<file path="config.mk">
export PLATFORM = sky130hd
export DESIGN_NAME = mem_arbiter_flat
export DESIGN_NICKNAME = d
export VERILOG_FILES = /design/src/rtl/mem_arbiter_if.sv /design/src/rtl/mem_arbiter.sv /design/src/flat_wrapper.sv
export SDC_FILE = /design/constraint.sdc
export NUM_CORES = 1
export LEC_CHECK = 0
export ABC_AREA = 1
export CORE_AREA = 2 2 105 107
export CTS_CLUSTER_DIAMETER = 60
export CTS_CLUSTER_SIZE = 28
export DETAILED_ROUTE_END_ITERATION = 10
export DIE_AREA = 0 0 107 109
export SLEW_MARGIN = 20
export SYNTH_ARGS = -nofsm -noshare
export SYNTH_HDL_FRONTEND = slang
export SYNTH_SLANG_ARGS = --single-unit
</file>
<file path="constraint.sdc">
create_clock -name clk -period 1.09 [get_ports clk]
set_input_delay 0.218 -clock clk [delete_from_list [all_inputs] [get_ports clk]]
set_output_delay 0.218 -clock clk [all_outputs]
set_load 0.02 [all_outputs]
</file>
<file path="src/rtl/mem_arbiter_if.sv">
// Bus bundle for mem_arbiter: fetch port, data port and shared memory port.
// slave is the arbiter's view; master is the environment (requesters + memory).
interface mem_arbiter_if #(
    parameter int unsigned AW = 32,
    parameter int unsigned DW = 32
);
    // Fetch requester (read only)
    logic          if_req;
    logic [AW-1:0] if_addr;
    logic          if_gnt;
    logic          if_rvalid;
    logic [DW-1:0] if_rdata;

    // Data requester (loads and stores)
    logic          d_req;
    logic          d_we;
    logic [AW-1:0] d_addr;
    logic [DW-1:0] d_wdata;
    logic          d_gnt;
    logic          d_rvalid;
    logic [DW-1:0] d_rdata;

    // Shared single-port memory
    logic          mem_en;
    logic          mem_we;
    logic [AW-1:0] mem_addr;
    logic [DW-1:0] mem_wdata;
    logic [DW-1:0] mem_rdata;

    modport slave (
        input  if_req, if_addr, d_req, d_we, d_addr, d_wdata, mem_rdata,
        output if_gnt, if_rvalid, if_rdata, d_gnt, d_rvalid, d_rdata,
        output mem_en, mem_we, mem_addr, mem_wdata
    );

    modport master (
        output if_req, if_addr, d_req, d_we, d_addr, d_wdata, mem_rdata,
        input  if_gnt, if_rvalid, if_rdata, d_gnt, d_rvalid, d_rdata,
        input  mem_en, mem_we, mem_addr, mem_wdata
    );
endinterface

</file>
<file path="src/rtl/mem_arbiter.sv">
// Two-requester arbiter (fetch + data) in front of one single-port memory.
// Grants are combinational; read data is routed back through an owner-tag
// pipeline MEM_LAT deep, so responses return in issue order.
// Optional feature: define MEM_ARB_RR_EN for round-robin contention handling;
// otherwise data always beats fetch.
module mem_arbiter #(
    parameter int unsigned AW      = 32,
    parameter int unsigned DW      = 32,
    parameter int unsigned MEM_LAT = 1   // legal 1..4
) (
    input logic        clk,
    input logic        reset,  // synchronous, active low
    mem_arbiter_if.slave bus
);

    typedef enum logic [1:0] {
        TagNone = 2'd0,
        TagIf   = 2'd1,
        TagD    = 2'd2
    } tag_e;

    logic gnt_if;
    logic gnt_d;
    tag_e push_tag;
    tag_e tag_q [MEM_LAT];
    tag_e tag_out;

`ifdef MEM_ARB_RR_EN
    logic prio_d_q;  // 1: data wins next contention, 0: fetch wins
`endif

    // Grant decision; everything is held off while reset is asserted
    always_comb begin
        gnt_if = 1'b0;
        gnt_d  = 1'b0;
        if (reset) begin
`ifdef MEM_ARB_RR_EN
            if (bus.d_req && bus.if_req) begin
                gnt_d  = prio_d_q;
                gnt_if = ~prio_d_q;
            end else begin
                gnt_d  = bus.d_req;
                gnt_if = bus.if_req;
            end
`else
            gnt_d  = bus.d_req;
            gnt_if = bus.if_req & ~bus.d_req;
`endif
        end
    end

    // Memory strobe and payload mux; payload is zero when nobody is granted
    always_comb begin
        bus.if_gnt    = gnt_if;
        bus.d_gnt     = gnt_d;
        bus.mem_en    = gnt_if | gnt_d;
        bus.mem_we    = gnt_d & bus.d_we;
        bus.mem_addr  = '0;
        bus.mem_wdata = '0;
        if (gnt_d) begin
            bus.mem_addr  = bus.d_addr;
            bus.mem_wdata = bus.d_wdata;
        end else if (gnt_if) begin
            bus.mem_addr  = bus.if_addr;
        end
    end

    // Tag pushed this cycle: owner of a read, NONE for a store or idle cycle
    always_comb begin
        push_tag = TagNone;
        if (gnt_d && !bus.d_we) begin
            push_tag = TagD;
        end else if (gnt_if) begin
            push_tag = TagIf;
        end
    end

    // Owner-tag shift register; reset discards anything in flight
    always_ff @(posedge clk) begin
        if (!reset) begin
            for (int i = 0; i < MEM_LAT; i++) begin
                tag_q[i] <= TagNone;
            end
        end else begin
            tag_q[0] <= push_tag;
            for (int i = 1; i < MEM_LAT; i++) begin
                tag_q[i] <= tag_q[i-1];
            end
        end
    end

    assign tag_out = tag_q[MEM_LAT-1];

    // Response steering; forced quiet while reset is asserted
    always_comb begin
        bus.if_rvalid = reset && (tag_out == TagIf);
        bus.d_rvalid  = reset && (tag_out == TagD);
        bus.if_rdata  = bus.if_rvalid ? bus.mem_rdata : '0;
        bus.d_rdata   = bus.d_rvalid  ? bus.mem_rdata : '0;
    end

`ifdef MEM_ARB_RR_EN
    // After a contended grant the loser gets priority; lone requests leave it alone
    always_ff @(posedge clk) begin
        if (!reset) begin
            prio_d_q <= 1'b1;
        end else if (bus.d_req && bus.if_req) begin
            prio_d_q <= gnt_if;
        end
    end
`endif

endmodule

</file>
<file path="src/flat_wrapper.sv">
// flat-port wrapper written by rule: the top's interface ports become plain ports
module mem_arbiter_flat 
#(
    parameter int unsigned AW      = 32,
    parameter int unsigned DW      = 32,
    parameter int unsigned MEM_LAT = 1                
)
  (clk, reset, bus_if_req, bus_if_addr, bus_d_req, bus_d_we, bus_d_addr, bus_d_wdata, bus_mem_rdata, bus_if_gnt, bus_if_rvalid, bus_if_rdata, bus_d_gnt, bus_d_rvalid, bus_d_rdata, bus_mem_en, bus_mem_we, bus_mem_addr, bus_mem_wdata);
  mem_arbiter_if #(.AW(AW), .DW(DW)) bus_i ();
  input logic clk;
  input logic reset;
  input wire logic [$bits(bus_i.if_req)-1:0] bus_if_req;
  input wire logic [$bits(bus_i.if_addr)-1:0] bus_if_addr;
  input wire logic [$bits(bus_i.d_req)-1:0] bus_d_req;
  input wire logic [$bits(bus_i.d_we)-1:0] bus_d_we;
  input wire logic [$bits(bus_i.d_addr)-1:0] bus_d_addr;
  input wire logic [$bits(bus_i.d_wdata)-1:0] bus_d_wdata;
  input wire logic [$bits(bus_i.mem_rdata)-1:0] bus_mem_rdata;
  output wire logic [$bits(bus_i.if_gnt)-1:0] bus_if_gnt;
  output wire logic [$bits(bus_i.if_rvalid)-1:0] bus_if_rvalid;
  output wire logic [$bits(bus_i.if_rdata)-1:0] bus_if_rdata;
  output wire logic [$bits(bus_i.d_gnt)-1:0] bus_d_gnt;
  output wire logic [$bits(bus_i.d_rvalid)-1:0] bus_d_rvalid;
  output wire logic [$bits(bus_i.d_rdata)-1:0] bus_d_rdata;
  output wire logic [$bits(bus_i.mem_en)-1:0] bus_mem_en;
  output wire logic [$bits(bus_i.mem_we)-1:0] bus_mem_we;
  output wire logic [$bits(bus_i.mem_addr)-1:0] bus_mem_addr;
  output wire logic [$bits(bus_i.mem_wdata)-1:0] bus_mem_wdata;
  assign bus_i.if_req = bus_if_req;
  assign bus_i.if_addr = bus_if_addr;
  assign bus_i.d_req = bus_d_req;
  assign bus_i.d_we = bus_d_we;
  assign bus_i.d_addr = bus_d_addr;
  assign bus_i.d_wdata = bus_d_wdata;
  assign bus_i.mem_rdata = bus_mem_rdata;
  assign bus_if_gnt = bus_i.if_gnt;
  assign bus_if_rvalid = bus_i.if_rvalid;
  assign bus_if_rdata = bus_i.if_rdata;
  assign bus_d_gnt = bus_i.d_gnt;
  assign bus_d_rvalid = bus_i.d_rvalid;
  assign bus_d_rdata = bus_i.d_rdata;
  assign bus_mem_en = bus_i.mem_en;
  assign bus_mem_we = bus_i.mem_we;
  assign bus_mem_addr = bus_i.mem_addr;
  assign bus_mem_wdata = bus_i.mem_wdata;
  mem_arbiter #(.AW(AW), .DW(DW), .MEM_LAT(MEM_LAT)) u_core (.clk(clk), .reset(reset), .bus(bus_i));
endmodule
</file>
* Yosys cells after proc, flatten, opt, wreduce, memory -nomap -nowiden *
Memory sizes are Yosys's and may differ from the RTL's.
Index checks and enable logic that the tools add are counted.

operators by class
  equality and inequality tests = 2
  mux-type cells = 13
  bitwise logic cells = 4
  reductions and logical operators = 5

operators by type and width
  operator                                              count
  2-to-1 mux 32 bit                                     5
  2-to-1 mux 1 bit                                      6
  2-to-1 mux 2 bit                                      2
  logical AND 1 bit                                     3
  bitwise AND 1 bit                                     2
  equality test 2 x 1 -> 1 bit (second input constant)  1
  equality test 2 bit (second input constant)           1
  OR reduction 2 bit                                    1
  zero test 1 bit                                       1
  NOT 1 bit                                             1
  bitwise OR 1 bit                                      1

word-level totals
  bits in registers = 0
  bits in writable memories = 2
  output and inout bits = 134
  logic and storage cells = 25
  memories = 1

memories
  memory        words  width  read ports  clocked after Yosys merged registers in  wr ports  RTL line           source
  u_core.tag_q  1      2      1           0                                        1         mem_arbiter.sv:25  tag_e tag_q [MEM_LAT];

* Depth between registers and ports, before layout *
  word-level depth = 6
  gate-level depth with buffers = 6
  depth with buffers taken out = 4

* Worst setup path after synthesis *
Ideal clock, no wire load.

  path type = register to output
  from = mem u_core.tag_q[0][0] (netlist bit)
  to = out bus_d_rdata[22]
  arrival time = 1002 ps
  path slack = -130 ps
  stages on the path, launching flop included = 4
  path through = dfxtp_1 -> nand3b_2 -> buf_2 -> nor2_1

on the way
  word-level cells in the longest chain between the ends = 4

ends and longest elaborated chain
  what                 RTL line            source
  start: declaration   mem_arbiter.sv:25
  memory (1 x 2 bit)   -
  equality test 2 bit  mem_arbiter.sv:97   bus.d_rvalid = reset && (tag_out == TagD);
  logical AND 1 bit    mem_arbiter.sv:97
  2-to-1 mux 32 bit    mem_arbiter.sv:99   bus.d_rdata = bus.d_rvalid ? bus.mem_rdata : '0;
  end: declaration     flat_wrapper.sv:24  output wire logic [$bits(bus_i.d_rdata)-1:0] bus_d_rdata;

No other way between the ends.

* Worst setup path after layout *
  from = mem u_core.tag_q[0][0] (netlist bit)
  to = out bus_d_rdata[2]

The elaborated chain is that of the path after synthesis.

==> results by group <==
Route
  • Routed Wire Length: approximately 11000 um
  • First-pass DRT Iterations: 4
  • WL per Instance: 15.4 um
  • Initial DRC count: 80
  • Post-DRT Antenna Nets: 0
  • DRC errors left: 0
  • Vias per std cell: 4.18
  • Vias: between 3k and 4k

Clocking
  • Clk sinks: 2
  • Max clock buf depth: 2
  • TritonCTS Buffers: 3
  • Clk slew on worst S/H paths: approximately 0.020 ns
  • CTS tree: built
  • H-tree levels: 1
  • Clk root buf: clkbuf_8

Synth
  • Sequential share of the synthesized area: 0.0312
  • Syn_nets: ~430
  • Cell Area, Synth: 1280 um^2
  • Top-area cell type share of the netlist area: 0.292
  • YS warnings: 0
  • Syn Area/Cell: ~4.3 um^2
  • Area contributors post-synth: nor2_1, inv_1, nand2_1
  • Synth unique cells: 12
  • Synth Instances: 296
  • Yosys top cell by area: nor2_1
  • Synth Register Bits: 2

Worst setup path
  • CP max FO: 5
  • Buf/Inv on CP: 3
  • CP peak stage delay: between 0.3 and 0.4 ns
  • Worst Path Required: 0.87 ns
  • Critical path class: flip-flop to output port
  • CP startpoint kind: flip-flop
  • Setup crit end kind: output port
  • Arr. time, crit path: 1.25 ns
  • Slowest-stage cell, CP: dfxtp_2
  • CP Cell Sequence: nand3b_4 > buf_12 > buf_16 > nor2_4 > buf_6
  • Critical path's top delay family: buffers and inverters

Status
  • Status: complete, but fails checks
  • Violated checks: setup timing

Final layout
  • Area grow syn2layout: 380%
  • Most common cell after layout, fill and taps aside: buf_6
  • Share of layout cells above drive strength 1: 0.643
  • Commonest cells after routing, fill and taps aside: buf_6, nor2_4, clkdlybuf4s50_1
  • Antenna cells: 0
  • Fill cells: between 900 and 1k
  • Post-Route Utilization: 0.581
  • NumNets Final: between 700 and 800
  • Largest Register: u_core.tag_q
  • Top Registers: u_core.tag_q x2
  • Largest register FFs: 2

Power and ir drop
  • PD cells: approximately 400 nW/um^2
  • P_leak: around 3.2 nW
  • Max VDD drop: ~0.00023 V
  • Final Power: approximately 2.4 mW

GRT
  • Largest net degree at the start of global routing: 21
  • Gr usage total: 0.173
  • First-pass GRT wire length: 15900 um
  • Initial antenna violation count: 0
  • Vias in the first global route: approximately 3.1k
  • Grt ovf: 0

Timing
  • Final Slew Violations: 0
  • Endpoints failing hold: 0
  • Period utilization: 1.35
  • Tmin final: 1.47 ns
  • Least-Margin Pin Slew: 0.197 ns
  • Fmax: between 600 and 700 MHz
  • Slew headroom: 0.869
  • RSZ-0062 raised after global routing: true
  • Endpoints failing setup: 134
  • PnR worst setup slack: -0.383 ns

Floorplanning
  • Initial core utilization: 0.121
  • IO Count: around 270
  • DIE AREA: 11700 um^2
  • Die Y: about 110 um
  • Die W: roughly 110 um
  • Core area: 10600 um^2
  • Rows: 38

Place
  • Dpl hpwl: slightly above 7000 um
  • Number of buffers added on ports: roughly 270
  • Placer Congestion: roughly 0.85

Flow run
  • Max Cap Viol: 0

Hold path
  • Hold Path Class: primary input to flip-flop
## logic make-up (layout without fill, tap and decap cells)
logic type,count (synthesis),count (layout),share of synthesized area
buffers and inverters,93,396,0.302
AND/OR/NAND/NOR,201,201,0.667
flip-flops,2,2,0.0312
## repair_timing
action / in CTS / in global routing
endpoints found under the setup margin: 135 / 134
cloned: 15 / 0
hold buffers: 0 / 0
pin swaps: 44 / 48
buffers inserted: 25 / 6
gates resized for setup: 975 / 161
## synth_stat cells
cell type,n
clkbuf_1,2
nand2_1,66
buf_4,4
nand2_4,1
inv_4,1
nor2_1,100
inv_1,69
buf_2,17
dfxtp_1,2
nand3_2,1
nand3b_2,1
nand4_1,32
## where the power goes
group          switching [mW]  internal, mW
Sequential            0.00320        0.0776
Combinational           0.942          1.12
Clock                  0.0503         0.233
Total                   0.996          1.43
## final timing paths
path | start | endpoint | slack, ns | depth (start not counted)
worst max-delay path | u_core.tag_q[0][0]$_SDFF_PP0_ | bus_d_rdata[2] | -0.38 | 5
worst min-delay path | bus_d_req | u_core.tag_q[0][0]$_SDFF_PP0_ | 0.31 | 3
## per-layer routing
metal / vias up / global-route usage / routed length, um
li1: 1481 / - / -
met1: 1405 / 0.175 / 3610
met2: 188 / 0.355 / 6530
met3: 18 / 0.0365 / 1000
met4: 0 / 0.0417 / 225
met5: - / 0 / 0
## tightest hold or removal path, stage by stage
cell and delay [ns]:
buf_12 0.09, buf_4 0.12, nor2_1 0.05
## through the flow
stage	setup WS (ns)	cell area, um^2	std cells	setup TNS [ns]	hold slack, ns
2_1_floorplan	-0.0683	1570	296	-4.35	0.290
3_3_place_gp	-1.05	4520	698	-134.35	0.906
3_5_place_dp	-1.09	4520	698	-136.06	0.906
4_1_cts	-0.413	5760	741	-34.96	0.376
5_1_grt	-0.433	6160	739	-35.39	0.323
6_report	-0.383	6160	739	-29.96	0.315
## area by class of cell
class | instances | area [um^2] | share of cell area
Clock buffer | 3 | 41.3 | 0.00670
Inverter | 70 | 278 | 0.0451
Multi-Input combinational cell | 201 | 1820 | 0.295
Sequential cell | 2 | 42.5 | 0.00691
Tap cell | 140 | 175 | 0.0284
Timing Repair Buffer | 323 | 3800 | 0.618
Power figures use the tool's default switching activity.
